File: src/rtl/instr_fetch_unit.sv
// Instruction fetch unit: PC register plus a fixed internal ROM, one fetch per clock.
// Optional IFU_PC_OUT_EN exposes the PC register on output port pc.
module instr_fetch_unit #(
  parameter int DATA_W = 16,
  parameter int ADDR_W = 8,
  parameter int DEPTH  = 256
) (
  input  logic              clk,
  input  logic              rst,
  input  logic [DATA_W-1:0] I,
  output logic [DATA_W-1:0] instruct
`ifdef IFU_PC_OUT_EN
  ,
  output logic [ADDR_W-1:0] pc
`endif
);

  logic [ADDR_W-1:0] pc_q, pc_d;
  logic [DATA_W-1:0] instruct_q, instruct_d;
  logic [DATA_W-1:0] rom [DEPTH];

  // Constant ROM: every word is tagged 0xA000 with its own address in the low bits.
  for (genvar a = 0; a < DEPTH; a++) begin : g_rom
    assign rom[a] = DATA_W'(16'hA000) | DATA_W'(a);
  end

  // Only the low ADDR_W bits of the stride matter; the rest are deliberately dropped.
  logic unused_stride_hi;
  assign unused_stride_hi = ^I[DATA_W-1:ADDR_W];

  always_comb begin
    instruct_d = rom[pc_q];
    pc_d       = pc_q + I[ADDR_W-1:0];
  end

  always_ff @(posedge clk or negedge rst) begin
    if (!rst) begin
      pc_q       <= '0;
      instruct_q <= '0;
    end else begin
      pc_q       <= pc_d;
      instruct_q <= instruct_d;
    end
  end

  assign instruct = instruct_q;

`ifdef IFU_PC_OUT_EN
  assign pc = pc_q;
`else
  // PC stays internal.
`endif

endmodule

File: config.mk
export PLATFORM = sky130hd
export DESIGN_NAME = instr_fetch_unit
export DESIGN_NICKNAME = d
export VERILOG_FILES = /design/src/rtl/instr_fetch_unit.sv
export SDC_FILE = /design/constraint.sdc
export NUM_CORES = 1
export LEC_CHECK = 0
export CORE_ASPECT_RATIO = 0.9
export CORE_MARGIN = 10
export CORE_UTILIZATION = 32
export DETAILED_ROUTE_END_ITERATION = 10
export GPL_ROUTABILITY_DRIVEN = 0
export PLACE_DENSITY = 0.7
export REMOVE_ABC_BUFFERS = 1
export SLEW_MARGIN = 20
export SYNTH_ARGS = -nofsm -noshare
export SYNTH_HDL_FRONTEND = slang
export SYNTH_SLANG_ARGS = --single-unit
File: constraint.sdc
create_clock -name clk -period 1.6 [get_ports clk]
set_input_delay 0.32 -clock clk [delete_from_list [all_inputs] [get_ports clk]]
set_output_delay 0.32 -clock clk [all_outputs]
set_load 0.1 [all_outputs]
==> results.md, run 1 <==
- DIE AREA: 5000 µm²
- Fin util: 52.0%
- H-Tree Depth: 1
- Nets: 132
- Final WL: 1800 µm
- Mean Syn Cell Area: 11.9 µm²
- Post-route ant nets: 0
- CTS clock-pin slew for the worst setup and hold paths: 0.10 ns
- Clock sink count: 17
- Crit path DAT: 1.78 ns
- Largest net degree at the start of global routing: 18
- Yosys cell types: 26
- Wire length per cell: 13.6 µm
- Initial antenna violation count: 0
- Row count: 17
- Number of global-route vias before repair: 650
- Mapped Area: 823 µm²
- GRT Overall Usage: 7.63%
- Root Driver: clkbuf_4
- Critical Path End Type: flop
- Max capacitance violation total: 0
- Die height: 68.1 µm
- Initial core utilization: 33.7%
- Crit share post-route: 99.3%
- Top achievable clock speed: 0.629 GHz
- Diode count: 0
- Hold Vio Cnt, Final: 0
- First-pass GRT wire length: 2950 µm
- Clk buf depth: 2
- CORE AREA: 2450 µm²
- Post-DP HPWL: 1430 µm
- Starting DRT DRC Count: 10
- DRC: 0
- Syn. warnings: 0
- Fin Clk Skew: 0.00369 ns
- Via density: 4.76
- CTS tree: built
- Slew Limit Fails: 0
- Setup Viol. Count Final: 0
- Critical setup path kind: flop to flop
- Area grow syn2layout: 54.6%
- First-pass DRT Iterations: 4
- Final min period: 1.59 ns
- I/O pins: 34
- Total grt overflow: 0
- Maximum fanout along the worst path: 3
- Worst Path Required: 1.79 ns
- Via count: 633
- Unrepaired setup endpoints after global routing: true
- CTS Buf Count: 3
- Hold Crit Class: primary input to flop
- Yosys reg bits: 17
- Clock latency on the worst-skew pair: 0.29 ns
- Layout cells sized above 1: 32.4%
- Die W: 73.5 µm
- CP Launch Type: flop
- Post-Syn Instances: 69
- Status: finished, final reports clean
- Sequential share of the synthesized area: 51.7%
- PortBufs: 19
-- routing by layer --
metal  part of all wire (%)  GRT usage (%)  vias up
met5                      0              0        -
met4                    1.7           6.28        0
met3                    6.4           2.02        2
met2                     49           12.2       19
met1                     43           8.40      312
li1                       -              -      300
-- through the flow --
step | std cells | setup TNS, ns | cell area (µm²) | hold slack (ns) | setup WS, ns
after floorplan | 67 | -0.397 | 790 | 0.0244 | -0.199
after global placement | 126 | -1.38 | 1200 | 0.361 | -0.324
after detailed placement | 126 | -1.55 | 1200 | 0.373 | -0.377
after CTS | 131 | 0 | 1240 | 0.346 | 0.000556
after global routing | 133 | -0.0541 | 1270 | 0.279 | -0.0541
final | 133 | 0 | 1270 | 0.292 | 0.0107
-- worst max-delay path, stage by stage, from the launching register on --
cell and delay, ns:
dfrtp_1 0.39, ha_2 0.19, inv_2 0.05, fa_2 0.22
nor2b_4 0.05, o31a_1 0.30, o311ai_1 0.29
-- repair_timing --
item | in CTS | in global routing
hold buffers | 0 | 0
endpoints found under the setup margin | 1 | 5
setup buffers | 1 | 2
cloned | 0 | 0
pin swaps | 2 | 4
gates resized for setup | 1 | 6
-- cell usage after synthesis --
cell | count | area (µm²)
nor3b_1 | 1 | 7.51
a311oi_1 | 1 | 8.76
nor2b_4 | 1 | 13.8
nor2_1 | 1 | 3.75
o311ai_0 | 1 | 8.76
o31a_1 | 1 | 8.76
o21a_1 | 1 | 7.51
a21oi_1 | 5 | 25.0
o21ai_0 | 2 | 10.0
xor2_1 | 2 | 17.5
nand2_1 | 1 | 3.75
nand2b_1 | 1 | 6.26
buf_4 | 7 | 52.6
xnor2_1 | 2 | 17.5
ha_1 | 7 | 87.6
inv_1 | 5 | 18.8
conb_1 | 2 | 7.51
dfrtp_1 | 17 | 425
o2bb2ai_1 | 1 | 8.76
a21o_1 | 1 | 7.51
nor3_1 | 1 | 5.00
fa_1 | 1 | 20.0
o311ai_1 | 1 | 8.76
o211ai_1 | 3 | 22.5
a211oi_1 | 1 | 7.51
nor2b_1 | 2 | 12.5
-- path summary, 6_finish.rpt --
kind	start	to	slack [ns]	cells after the start
worst max-delay path	pc_q[0]	pc_q[6]	0.01	6
worst min-delay path	I[0]	pc_q[0]	0.29	2
worst max register to register	pc_q[0]	pc_q[6]	0.01	6
worst min register to register	pc_q[4]	instruct[4]	0.39	0
max in group asynchronous	rst	pc_q[0]	1.07	2
min in group asynchronous	rst	instruct[3]	0.35	2
-- cells by family after synthesis --
logic type / synth area share, %
buffers and inverters: 8.66
and+or+nand+nor: 6.38
xor gates and xnor gates: 4.26
DFF: 51.7
other: 0.912
adders and majority gates: 13.1
AOI/OAI and AO/OA: 15.0
-- cell usage in the layout (no fill, tap or decap), types with 2 or more instances in the layout --
cell type and n:
o21ai_0 2, dlymetal6s2s_1 2, a21oi_1 4, dfrtp_1 17
buf_4 15, nor2b_1 2, ha_1 6, conb_1 7
clkdlybuf4s50_1 7, buf_12 10, clkbuf_4 3, o211ai_1 3
xnor2_1 2, xor2_1 2, inv_1 4
-- cell type report --
| type | instances | area [µm²] |
|---|---|---|
| repair buffers | 34 | 408 |
| fillers | 209 | 1170 |
| clock buffers | 4 | 26.3 |
| multi-input cells | 45 | 359 |
| inverters | 5 | 18.8 |
| flip-flops and latches | 17 | 425 |
| well taps | 28 | 35.0 |
-- state kept, by name, indices dropped and copies added, names as in the netlist --
name,count
pc_q,8
instruct,9
Power of run 1 is left out: the tool's default activity adds up to more than one toggle a clock period on the data nets, which glitch-free logic cannot reach.
==> run 2, diff against run 1 <==
--- a/config.mk
+++ b/config.mk
@@ -6,8 +6,9 @@
 export NUM_CORES = 1
 export LEC_CHECK = 0
 export CORE_ASPECT_RATIO = 0.9
-export CORE_MARGIN = 10
+export CORE_MARGIN = 1
 export CORE_UTILIZATION = 32
+export CTS_BUF_LIST = sky130_fd_sc_hd__clkbuf_16
 export DETAILED_ROUTE_END_ITERATION = 10
 export GPL_ROUTABILITY_DRIVEN = 0
 export PLACE_DENSITY = 0.7
==> run 2 against run 1 <==
  * Critical path depth is the same
  * Register-to-register slack gained 0.06 ns
  * Non-clock buffer count shrank 2
  * Highest routed layer unchanged
  * Hold slack gained 0.085 ns
  * Fmax grew 4.1%
  * Wire length shrank 14%
  * Via count shrank 3.6%
  * Die area shrank 44%
  * Core utilization grew 2.8 points
  * Largest cell class unchanged
  * Cell count shrank 1.5%
  * Global-route usage grew 5.2 points
  * Critical endpoint unchanged
==> results.md, run 2 (synthesis gave the netlist of run 1 again) <==
- Area grow syn2layout: 62.8%
- CTS Buf Count: 3 (unchanged)
- CP Launch Type: flop
- CTS clock-pin slew for the worst setup and hold paths: 0.05 ns (-0.05 ns)
- HP Start: pc_q[4]
- First-pass DRT Iterations: 4 (unchanged)
- Status: finished, final reports clean
- Fill cells: 204 (-2.4%)
- Number of global-route vias before repair: 626 (-3.7%)
- Crit path DAT: 1.63 ns (-0.15 ns)
- DRC: 0 (unchanged)
- Final WL: 1560 µm (-14%)
- Clk buf depth: 2 (unchanged)
- Top achievable clock speed: 0.655 GHz (+4.1%)
- Critical setup path kind: flop to flop
- Largest net degree at the start of global routing: 18 (unchanged)
- Clock sink count: 17 (unchanged)
- Max reg flops: 9 (unchanged)
- CTS tree: built
- Setup Viol. Count Final: 0 (unchanged)
- Crit share post-route: 95.5% (-3.9 points)
- Nets: 130 (-1.5%)
- Commonest non-fill, non-tap cell in the layout: dfrtp_1
- Placed Instances: 126 (unchanged)
- Max capacitance violation total: 0 (unchanged)
- Post-DP HPWL: 1160 µm (-19%)
- Slowest-stage cell, CP: fa_2
- Wire length per cell: 11.9 µm (-12%)
- Slew Limit Fails: 0 (unchanged)
- First-pass GRT wire length: 2690 µm (-8.7%)
- Final min period: 1.53 ns (-0.0619 ns)
- Via count: 610 (-3.6%)
- Post-route ant nets: 0 (unchanged)
- Initial core utilization: 33.7% (unchanged)
- Most frequent cells in the layout: dfrtp_1, buf_4, buf_12
- Fin Clk Skew: 0.00209 ns (-0.00160 ns)
- DIE AREA: 2780 µm² (-44%)
- Critical Path End Type: flop
- Die W: 55.5 µm (-25%)
- CP startpoint: pc_q[0]
- Via density: 4.66 (-2.2%)
- CORE AREA: 2450 µm² (unchanged)
- Maximum fanout along the worst path: 3 (unchanged)
- Die height: 50.1 µm (-26%)
- Root Driver: clkbuf_16
- Post-Layout Cell Count: 131 (-1.5%)
- Hold Crit Class: flop to flop
- GRT Overall Usage: 12.8% (+5.2 points)
- Total grt overflow: 0 (unchanged)
- Row count: 17 (unchanged)
- Initial antenna violation count: 0 (unchanged)
- Worst Path Required: 1.70 ns (-0.09 ns)
- Clock latency on the worst-skew pair: 0.25 ns (-0.04 ns)
- Area of the multi-input gates: 393 µm² (+9.4%)
- Diode count: 0 (unchanged)
- Critical Path Max Stage Delay: 0.41 ns (+0.02 ns)
- I/O pins: 34 (unchanged)
- PortBufs: 19 (unchanged)
- Reg2Reg Launch Point: pc_q[0]
- Hold-fix buffers at CTS: 0 (unchanged)
- H-Tree Depth: 1 (unchanged)
- Starting DRT DRC Count: 7 (-3)
- CP cell instances: ha_2 > inv_2 > fa_2 > nor2b_4 > o31a_1 > o311ai_2
- Sequential Area: 425 µm² (unchanged)
- Hold Vio Cnt, Final: 0 (unchanged)
- Layout cells sized above 1: 35.0% (+2.6 points)
run 2: cell count changes in the layout (fill, tap and decap cells not counted), sizes merged:
cell and change:
clkbuf -1, dlymetal6s2s -1, dlygate4sd2 +1, inv +1, buf -2
run 2: area by class of cell:
| class | count | share of cell area [%] |
|---|---|---|
| Sequential cell | 17 | 31.7 |
| Clock buffer | 3 | 5.60 |
| Multi-Input combinational cell | 45 | 29.3 |
| Tap cell | 28 | 2.61 |
| Inverter | 5 | 1.40 |
| Clock inverter | 1 | 0.280 |
| Timing Repair Buffer | 32 | 29.0 |
run 2: final timing paths:
check / cells past startpoint / slack (ns) / endpoint
max reg2reg: 6 / 0.07 / pc_q[6]
max in group asynchronous: 2 / 1.01 / pc_q[6]
max: 6 / 0.07 / pc_q[6]
min reg2reg: 0 / 0.38 / instruct[4]
min in group asynchronous: 2 / 0.41 / instruct[13]
min: 0 / 0.38 / instruct[4]
run 2: per-layer routing:
metal	track usage [%]	vias up	wire [µm]
met5	0	-	0
met4	7.92	0	34
met3	5.51	5	100
met2	20.1	23	753
met1	14.3	288	671
li1	-	294	-
run 2: what timing repair did:
item | in CTS | in global routing
pin swaps | 5 | 5
gates resized for setup | 6 | 8
setup buffers | 0 | 1
setup endpoints to repair | 3 | 4
run 2: worst max-delay path, delay by kind of cell, from the launching register on:
kind                       cells  cell delay [ns]
adders and majority gates      2             0.60
DFF                            1             0.35
AOI/OAI and AO/OA              2             0.25
and+or+nand+nor                1             0.14
buffers and inverters          1             0.04
run 2: per-stage QoR:
stage / utilization [%] / instance area (µm²) / hold slack (ns) / TNS (ns) / setup slack, ns
6_report: 54.8 / 1340 / 0.377 / 0 / 0.0726
5_1_grt: 54.8 / 1340 / 0.402 / -0.000165 / -0.000165
4_1_cts: 53.4 / 1310 / 0.378 / 0 / 0.00326
3_5_place_dp: 49.3 / 1200 / 0.367 / -1.57 / -0.393
3_3_place_gp: 49.3 / 1200 / 0.362 / -1.38 / -0.324
2_1_floorplan: - / 790 / 0.0244 / -0.397 / -0.199
Power of run 2 is left out for the same reason.
